<file path="src/rtl/mem_fill_scheduler_pkg.sv">
// Shared types and constants for the cache-fill scheduler.
// Block geometry lives here so the scheduler and its counters agree on it.
package mem_sched_pkg;
  localparam int WORDS_PER_BLOCK = 8;
  localparam int ADDR_W          = 16;
  localparam int DATA_W          = 16;
  localparam int OFFSET_W        = $clog2(WORDS_PER_BLOCK);

  // Clears the word offset and the byte-select bit of a byte address.
  localparam logic [ADDR_W-1:0] BLOCK_MASK = ~ADDR_W'(2 * WORDS_PER_BLOCK - 1);

  typedef enum logic [1:0] {IDLE, WRITE, FILL} state_t;
  typedef enum logic {OWN_IC, OWN_DC} owner_t;

  function automatic logic [ADDR_W-1:0] word_addr(input logic [ADDR_W-1:0] base,
                                                  input logic [OFFSET_W-1:0] off);
    word_addr = base | (ADDR_W'(off) << 1);
  endfunction
endpackage

</file>
<file path="src/rtl/mem_fill_scheduler_if.sv">
// Cache/memory-side bundle of the fill scheduler; master = scheduler, slave = caches + memory.
// Requests are levels held until their tag_we / wr_ack; mem_rd/mem_wr are one-cycle pulses the memory always accepts.
interface mem_fill_scheduler_if;
  import mem_sched_pkg::*;

  logic              ic_req;
  logic [ADDR_W-1:0] ic_addr;
  logic              dc_req;
  logic [ADDR_W-1:0] dc_addr;
  logic              wr_req;
  logic [ADDR_W-1:0] wr_addr;
  logic [DATA_W-1:0] wr_data;
  logic              wr_ack;
  logic [ADDR_W-1:0] mem_addr;
  logic [DATA_W-1:0] mem_wdata;
  logic              mem_wr;
  logic              mem_rd;
  logic [DATA_W-1:0] mem_rdata;
  logic              mem_data_valid;
  logic [DATA_W-1:0] fill_data;
  logic [ADDR_W-1:0] fill_addr;
  logic              ic_fill_we;
  logic              dc_fill_we;
  logic              ic_tag_we;
  logic              dc_tag_we;
  logic              ic_busy;
  logic              dc_busy;
  logic              stall_n;
  state_t            dbg_state;

  modport master (
    input  ic_req, ic_addr, dc_req, dc_addr, wr_req, wr_addr, wr_data,
           mem_rdata, mem_data_valid,
    output wr_ack, mem_addr, mem_wdata, mem_wr, mem_rd, fill_data, fill_addr,
           ic_fill_we, dc_fill_we, ic_tag_we, dc_tag_we, ic_busy, dc_busy,
           stall_n, dbg_state
  );

  modport slave (
    output ic_req, ic_addr, dc_req, dc_addr, wr_req, wr_addr, wr_data,
           mem_rdata, mem_data_valid,
    input  wr_ack, mem_addr, mem_wdata, mem_wr, mem_rd, fill_data, fill_addr,
           ic_fill_we, dc_fill_we, ic_tag_we, dc_tag_we, ic_busy, dc_busy,
           stall_n, dbg_state
  );
endinterface

</file>
<file path="src/rtl/mem_fill_scheduler_counter.sv">
// Word-offset counter for one block: val wraps modulo WORDS_PER_BLOCK, cnt counts words
// since the last load so 'last' marks the final word whatever offset the block started at.
module mem_fill_counter
  import mem_sched_pkg::*;
(
  input  logic                clk,
  input  logic                rst_n,
  input  logic                load,
  input  logic [OFFSET_W-1:0] load_val,
  input  logic                en,
  output logic [OFFSET_W-1:0] val,
  output logic                last
);
  logic [OFFSET_W-1:0] cnt;

  always_ff @(posedge clk or negedge rst_n) begin
    if (!rst_n) begin
      val <= '0;
      cnt <= '0;
    end else if (load) begin
      val <= load_val;
      cnt <= '0;
    end else if (en) begin
      val <= val + OFFSET_W'(1);
      cnt <= cnt + OFFSET_W'(1);
    end
  end

  assign last = (cnt == OFFSET_W'(WORDS_PER_BLOCK - 1));
endmodule

</file>
<file path="src/rtl/mem_fill_scheduler.sv">
// Arbitrates icache fills, dcache fills and write-through stores onto a pipelined memory.
// Optional CRITICAL_WORD_FIRST_EN: fills start at the missing word and wrap inside the block.
module mem_fill_scheduler
  import mem_sched_pkg::*;
(
  input  logic                 clk,
  input  logic                 rst_n,
  mem_fill_scheduler_if.master bus
);
  state_t              state;
  owner_t              owner;
  owner_t              rr_last;
  logic [ADDR_W-1:0]   base;
  logic [ADDR_W-1:0]   mem_addr_q;
  logic [DATA_W-1:0]   mem_wdata_q;
  logic                mem_rd_q;
  logic                mem_wr_q;
  logic                wr_ack_q;
  logic                ic_busy_q;
  logic                dc_busy_q;

  logic                grant_ic;
  logic                grant_dc;
  logic                grant;
  logic [ADDR_W-1:0]   grant_addr;
  logic [ADDR_W-1:0]   grant_base;
  logic [OFFSET_W-1:0] start_off;
  logic [OFFSET_W-1:0] iss_off;
  logic [OFFSET_W-1:0] rcv_off;
  logic                iss_last;
  logic                rcv_last;
  logic                iss_en;
  logic                rcv_fire;
  logic                rcv_done;

  // Stores win outright; contended fills alternate away from the previous winner.
  always_comb begin
    grant_ic = 1'b0;
    grant_dc = 1'b0;
    if (state == IDLE && !bus.wr_req) begin
      if (bus.ic_req && bus.dc_req) begin
        grant_dc = (rr_last == OWN_IC);
        grant_ic = (rr_last == OWN_DC);
      end else begin
        grant_ic = bus.ic_req;
        grant_dc = bus.dc_req;
      end
    end
  end

  assign grant      = grant_ic | grant_dc;
  assign grant_addr = grant_dc ? bus.dc_addr : bus.ic_addr;
  assign grant_base = grant_addr & BLOCK_MASK;

`ifdef CRITICAL_WORD_FIRST_EN
  assign start_off = grant_addr[OFFSET_W:1];
`else
  assign start_off = '0;
`endif

  assign iss_en   = (state == FILL) && mem_rd_q && !iss_last;
  assign rcv_fire = (state == FILL) && bus.mem_data_valid;
  assign rcv_done = rcv_fire && rcv_last;

  mem_fill_counter u_iss (
    .clk      (clk),
    .rst_n    (rst_n),
    .load     (grant),
    .load_val (start_off),
    .en       (iss_en),
    .val      (iss_off),
    .last     (iss_last)
  );

  mem_fill_counter u_rcv (
    .clk      (clk),
    .rst_n    (rst_n),
    .load     (grant),
    .load_val (start_off),
    .en       (rcv_fire),
    .val      (rcv_off),
    .last     (rcv_last)
  );

  always_ff @(posedge clk or negedge rst_n) begin
    if (!rst_n) begin
      state       <= IDLE;
      owner       <= OWN_IC;
      rr_last     <= OWN_IC;
      base        <= '0;
      mem_addr_q  <= '0;
      mem_wdata_q <= '0;
      mem_rd_q    <= 1'b0;
      mem_wr_q    <= 1'b0;
      wr_ack_q    <= 1'b0;
      ic_busy_q   <= 1'b0;
      dc_busy_q   <= 1'b0;
    end else begin
      mem_wr_q <= 1'b0;
      wr_ack_q <= 1'b0;
      case (state)
        IDLE: begin
          if (bus.wr_req) begin
            state       <= WRITE;
            mem_wr_q    <= 1'b1;
            wr_ack_q    <= 1'b1;
            mem_addr_q  <= bus.wr_addr;
            mem_wdata_q <= bus.wr_data;
          end else if (grant) begin
            state      <= FILL;
            owner      <= grant_dc ? OWN_DC : OWN_IC;
            rr_last    <= grant_dc ? OWN_DC : OWN_IC;
            base       <= grant_base;
            mem_rd_q   <= 1'b1;
            mem_addr_q <= word_addr(grant_base, start_off);
            ic_busy_q  <= grant_ic;
            dc_busy_q  <= grant_dc;
          end
        end
        WRITE: state <= IDLE;
        FILL: begin
          // mem_addr keeps the last issued word once the block is fully requested.
          if (mem_rd_q) begin
            if (iss_last) mem_rd_q <= 1'b0;
            else          mem_addr_q <= word_addr(base, iss_off + OFFSET_W'(1));
          end
          if (rcv_done) begin
            state     <= IDLE;
            ic_busy_q <= 1'b0;
            dc_busy_q <= 1'b0;
          end
        end
        default: state <= IDLE;
      endcase
    end
  end

  assign bus.wr_ack     = wr_ack_q;
  assign bus.mem_addr   = mem_addr_q;
  assign bus.mem_wdata  = mem_wdata_q;
  assign bus.mem_wr     = mem_wr_q;
  assign bus.mem_rd     = mem_rd_q;
  assign bus.fill_data  = bus.mem_rdata;
  assign bus.fill_addr  = word_addr(base, rcv_off);
  assign bus.ic_fill_we = rcv_fire && (owner == OWN_IC);
  assign bus.dc_fill_we = rcv_fire && (owner == OWN_DC);
  assign bus.ic_tag_we  = rcv_done && (owner == OWN_IC);
  assign bus.dc_tag_we  = rcv_done && (owner == OWN_DC);
  assign bus.ic_busy    = ic_busy_q;
  assign bus.dc_busy    = dc_busy_q;
  assign bus.stall_n    = ~(ic_busy_q | dc_busy_q);
  assign bus.dbg_state  = state;
endmodule

</file>
<file path="src/flat_wrapper.sv">
// flat-port wrapper written by rule: the top's interface ports become plain ports
module mem_fill_scheduler_flat import mem_sched_pkg::*;
  (clk, rst_n, bus_ic_req, bus_ic_addr, bus_dc_req, bus_dc_addr, bus_wr_req, bus_wr_addr, bus_wr_data, bus_mem_rdata, bus_mem_data_valid, bus_wr_ack, bus_mem_addr, bus_mem_wdata, bus_mem_wr, bus_mem_rd, bus_fill_data, bus_fill_addr, bus_ic_fill_we, bus_dc_fill_we, bus_ic_tag_we, bus_dc_tag_we, bus_ic_busy, bus_dc_busy, bus_stall_n, bus_dbg_state);
  mem_fill_scheduler_if bus_i ();
  input  logic clk;
  input  logic rst_n;
  input wire logic [$bits(bus_i.ic_req)-1:0] bus_ic_req;
  input wire logic [$bits(bus_i.ic_addr)-1:0] bus_ic_addr;
  input wire logic [$bits(bus_i.dc_req)-1:0] bus_dc_req;
  input wire logic [$bits(bus_i.dc_addr)-1:0] bus_dc_addr;
  input wire logic [$bits(bus_i.wr_req)-1:0] bus_wr_req;
  input wire logic [$bits(bus_i.wr_addr)-1:0] bus_wr_addr;
  input wire logic [$bits(bus_i.wr_data)-1:0] bus_wr_data;
  input wire logic [$bits(bus_i.mem_rdata)-1:0] bus_mem_rdata;
  input wire logic [$bits(bus_i.mem_data_valid)-1:0] bus_mem_data_valid;
  output wire logic [$bits(bus_i.wr_ack)-1:0] bus_wr_ack;
  output wire logic [$bits(bus_i.mem_addr)-1:0] bus_mem_addr;
  output wire logic [$bits(bus_i.mem_wdata)-1:0] bus_mem_wdata;
  output wire logic [$bits(bus_i.mem_wr)-1:0] bus_mem_wr;
  output wire logic [$bits(bus_i.mem_rd)-1:0] bus_mem_rd;
  output wire logic [$bits(bus_i.fill_data)-1:0] bus_fill_data;
  output wire logic [$bits(bus_i.fill_addr)-1:0] bus_fill_addr;
  output wire logic [$bits(bus_i.ic_fill_we)-1:0] bus_ic_fill_we;
  output wire logic [$bits(bus_i.dc_fill_we)-1:0] bus_dc_fill_we;
  output wire logic [$bits(bus_i.ic_tag_we)-1:0] bus_ic_tag_we;
  output wire logic [$bits(bus_i.dc_tag_we)-1:0] bus_dc_tag_we;
  output wire logic [$bits(bus_i.ic_busy)-1:0] bus_ic_busy;
  output wire logic [$bits(bus_i.dc_busy)-1:0] bus_dc_busy;
  output wire logic [$bits(bus_i.stall_n)-1:0] bus_stall_n;
  output wire logic [$bits(bus_i.dbg_state)-1:0] bus_dbg_state;
  assign bus_i.ic_req = bus_ic_req;
  assign bus_i.ic_addr = bus_ic_addr;
  assign bus_i.dc_req = bus_dc_req;
  assign bus_i.dc_addr = bus_dc_addr;
  assign bus_i.wr_req = bus_wr_req;
  assign bus_i.wr_addr = bus_wr_addr;
  assign bus_i.wr_data = bus_wr_data;
  assign bus_i.mem_rdata = bus_mem_rdata;
  assign bus_i.mem_data_valid = bus_mem_data_valid;
  assign bus_wr_ack = bus_i.wr_ack;
  assign bus_mem_addr = bus_i.mem_addr;
  assign bus_mem_wdata = bus_i.mem_wdata;
  assign bus_mem_wr = bus_i.mem_wr;
  assign bus_mem_rd = bus_i.mem_rd;
  assign bus_fill_data = bus_i.fill_data;
  assign bus_fill_addr = bus_i.fill_addr;
  assign bus_ic_fill_we = bus_i.ic_fill_we;
  assign bus_dc_fill_we = bus_i.dc_fill_we;
  assign bus_ic_tag_we = bus_i.ic_tag_we;
  assign bus_dc_tag_we = bus_i.dc_tag_we;
  assign bus_ic_busy = bus_i.ic_busy;
  assign bus_dc_busy = bus_i.dc_busy;
  assign bus_stall_n = bus_i.stall_n;
  assign bus_dbg_state = bus_i.dbg_state;
  mem_fill_scheduler u_core (.clk(clk), .rst_n(rst_n), .bus(bus_i));
endmodule
</file>
<file path="config.mk">
export PLATFORM = sky130hd
export DESIGN_NAME = mem_fill_scheduler_flat
export DESIGN_NICKNAME = d
export VERILOG_FILES = /design/src/rtl/mem_fill_scheduler_pkg.sv /design/src/rtl/mem_fill_scheduler_if.sv /design/src/rtl/mem_fill_scheduler_counter.sv /design/src/rtl/mem_fill_scheduler.sv /design/src/flat_wrapper.sv
export SDC_FILE = /design/constraint.sdc
export NUM_CORES = 1
export LEC_CHECK = 0
export BUFFER_PORTS_ARGS = -buffer_cell sky130_fd_sc_hd__buf_2
export CAP_MARGIN = 20
export CORE_UTILIZATION = 40
export DETAILED_ROUTE_END_ITERATION = 10
export GPL_TIMING_DRIVEN = 1
export HOLD_SLACK_MARGIN = 0.05
export PLACE_DENSITY = 0.77
export SYNTH_ARGS = -nofsm -noshare
export SYNTH_HDL_FRONTEND = slang
export SYNTH_SLANG_ARGS = --single-unit
</file>
<file path="constraint.sdc">
create_clock -name clk -period 2.2 [get_ports clk]
set_input_delay 0.44 -clock clk [delete_from_list [all_inputs] [get_ports clk]]
set_output_delay 0.44 -clock clk [all_outputs]
set_load 0.005 [all_outputs]
</file>
==> results.cfg <==
[global_route]
grt_overflow = 0
grt_max_degree = 64
track_usage = 0.196
grt_pass1_wl_um = 13000
antenna_found_initial = 0
grt_pass1_vias = 2672

[logic_synthesis]
synth-async-reset-ratio = 1.00
synthTopCellsByCount = dfrtp_1 (63), a21oi_1 (30), nor2_1 (30)
synth_fp_nets = 405
ys_seq_area_frac = 0.482
synth_area_leader_cell = dfrtp_1
syn_area_per_cell_um2 = 10.5
synth_edf_count = 0
synth-seq-cells = 63
synth_warnings = 0
synthTopCellsByArea = dfrtp_1 (48%), mux2_2 (5.5%), buf_4 (4.8%)
netlist_area_um2 = 3270
syn_inst = 313
ys_types = 37
synth_most_common_cell = dfrtp_1
synth-main-ff-cell = dfrtp_1
synth_top_area_frac = 0.482

[floorplan]
core_um2 = 7810
ioPinCount = 162
rows = 32
die_x_um = 92.4
die_area_um2 = 8550
die_y_um = 92.4
initial_core_util = 0.419

[route]
ant_nets = 0
wl_per_cell_um = 15.4
route.vias.total = 2684
viasPerCell = 5.15
post-route-drc-count = 0
drt_first_pass_iters = 5
routed_wl_um = 8010
drt_iter0_drc = 146

[cells_and_area]
utilization = 0.518
multi_input_comb_area_um2 = 1410
fillers = 749
register_area_um2 = 1580
design_area_um2 = 4040
fin_nets = 507
drive_gt1_frac = 0.449
diodes = 0
area_growth_pct = 23.6

[power_and_ir_drop]
pwr-share-clk = 0.187
power.leakage_nw = 1.95
ir_worst_vdd_uv = 478
power_frac_comb = 0.410
intPower_mw = 3.26
power.density_nw_per_um2 = 1270
power_mw = 5.13
p_sw_frac = 0.365
p_switching_mw = 1.87
seq_power_share = 0.403

[sta]
layout_setup_ws_ps = 192
worst_slew_pin_slew_ps = 513
maxSlewHeadroom = 0.657
post-route-period-util = 0.913
fmax_mhz = 498
rsz0062_at_grt = false
setup_viol = 0
hold_viol_final = 0
min_period_ps = 2010
slew_viol_final = 0
finClkSkew_ps = 8.24
fin_setup_tns_ps = 0

[clocking]
cts_hold_buf = 0
clock_latency_ps = 330
htreeDepth = 3
clk_pin_slew_ps = 60
clkSinkCount = 63
cts_tree = done
cts_buffers = 9
cts_buffer_depth = 2
cts-root-buf = clkbuf_8

[worst_setup_path]
r2r-start = u_core.u_iss.cnt[0]
r2r_setup_slack_ps = 220
end_kind = output port
path_max_fanout = 10
cp-start-kind = register
worstPathCellList = nor2b_1 -> nand2_2 -> nor3_1 -> buf_2
cp_slowest_cell = dfrtp_1
r2r_cells = 6
timing.rr.end = u_core.bus.mem_addr[4]
slowest_delay_ps = 530
crit_arrival_ps = 1570
crit_required_ps = 1760
setup.worst_path.class = reg -> out

[place]
gp_congestion = 0.858
portBuffers = 120
place_area_um2 = 3850
pre_cts_ws_ps = 237
post-dp-hpwl_um = 5890

[run]
cap_violations = 0

[outcome]
outcome = complete, no violations

[worst_hold_path]
hold_class = in -> async
-- critical path: cells and delay by family (launching register included) --
kind | cells | cell delay [ps]
flip-flops | 1 | 530
buffers and inverters | 1 | 130
AND/OR/NAND/NOR | 3 | 580
-- power by group through the flow --
stage          Sequential [mW]  Clock [mW]  Combinational [mW]
4_1_cts                   2.07       0.982                2.12
6_report                  2.07       0.960                2.10
5_1_grt                   2.14        1.02                2.34
2_1_floorplan             2.04           0                1.33
3_3_place_gp              2.06           0                2.04
3_5_place_dp              2.08           0                2.11
-- how the worst max path moves through the flow --
stage	start	to	slack [ps]	cells past startpoint
floorplan	u_core.u_iss.cnt[0]	u_core.bus.mem_addr[0]	460	6
global placement	u_core.u_iss.cnt[0]	u_core.bus.mem_addr[7]	320	6
detailed placement	u_core.u_iss.cnt[0]	u_core.bus.mem_addr[4]	240	6
CTS	u_core.bus.dbg_state[1]	bus_dc_tag_we	50	4
global route	u_core.bus.dbg_state[0]	bus_dc_tag_we	20	4
finish	u_core.bus.dbg_state[0]	bus_dc_tag_we	190	4
-- stage by stage --
stage	hold WS, ps	std cells
after floorplan	144	313
after global placement	464	506
after detailed placement	466	506
after CTS	115	521
after global routing	120	521
final	84.3	521
-- placed cells by master, fill, tap and decap left out, types with 5 or more instances in the layout --
cell,count
buf_2,120
a211oi_1,5
nand3_1,5
nand2_1,21
dfrtp_1,62
clkbuf_8,13
a211oi_2,7
buf_4,11
o31ai_2,11
and3_1,13
a21oi_1,30
ha_1,6
nand3b_1,12
mux2_2,16
o21ai_0,17
nor2_1,30
-- metal layers --
layer,GRT usage,part of all wire,vias to the layer above
li1,-,-,1289
met4,0.102,0.026,0
met1,0.254,0.44,1295
met3,0.0320,0.048,18
met2,0.314,0.49,82
met5,0,0,-
-- sequential cells by signal, indices dropped and copies added (netlist names), 2 cells and up --
register              count
u_core.bus.mem_wdata     16
u_core.u_rcv.cnt          3
u_core.bus.mem_addr      16
u_core.bus.dbg_state      2
u_core.u_rcv.val          3
u_core.u_iss.val          3
u_core.base              12
u_core.u_iss.cnt          3
-- cell type report --
type	instances	share of cell area
clock buffers	13	0.0443
flip-flops and latches	63	0.390
multi-input cells	206	0.350
inverters	2	0.00186
clock inverters	2	0.00340
repair buffers	133	0.179
well taps	102	0.0316
-- kinds of logic after synthesis --
family | after synthesis | synth area share
AO/OA/AOI/OAI | 79 | 0.176
XOR/XNOR | 7 | 0.0187
AND/OR/NAND/NOR | 94 | 0.147
multiplexers | 19 | 0.0642
buffers and inverters | 44 | 0.0883
other | 1 | 0.00115
adder cells (fa/ha/maj) | 6 | 0.0229
flip-flops | 63 | 0.482
-- timing repair --
item	in CTS	in global routing
endpoints found under the setup margin	0	4
setup buffers	0	0
resized for setup	0	2
Note: power is estimated with default switching activity, not from simulation.
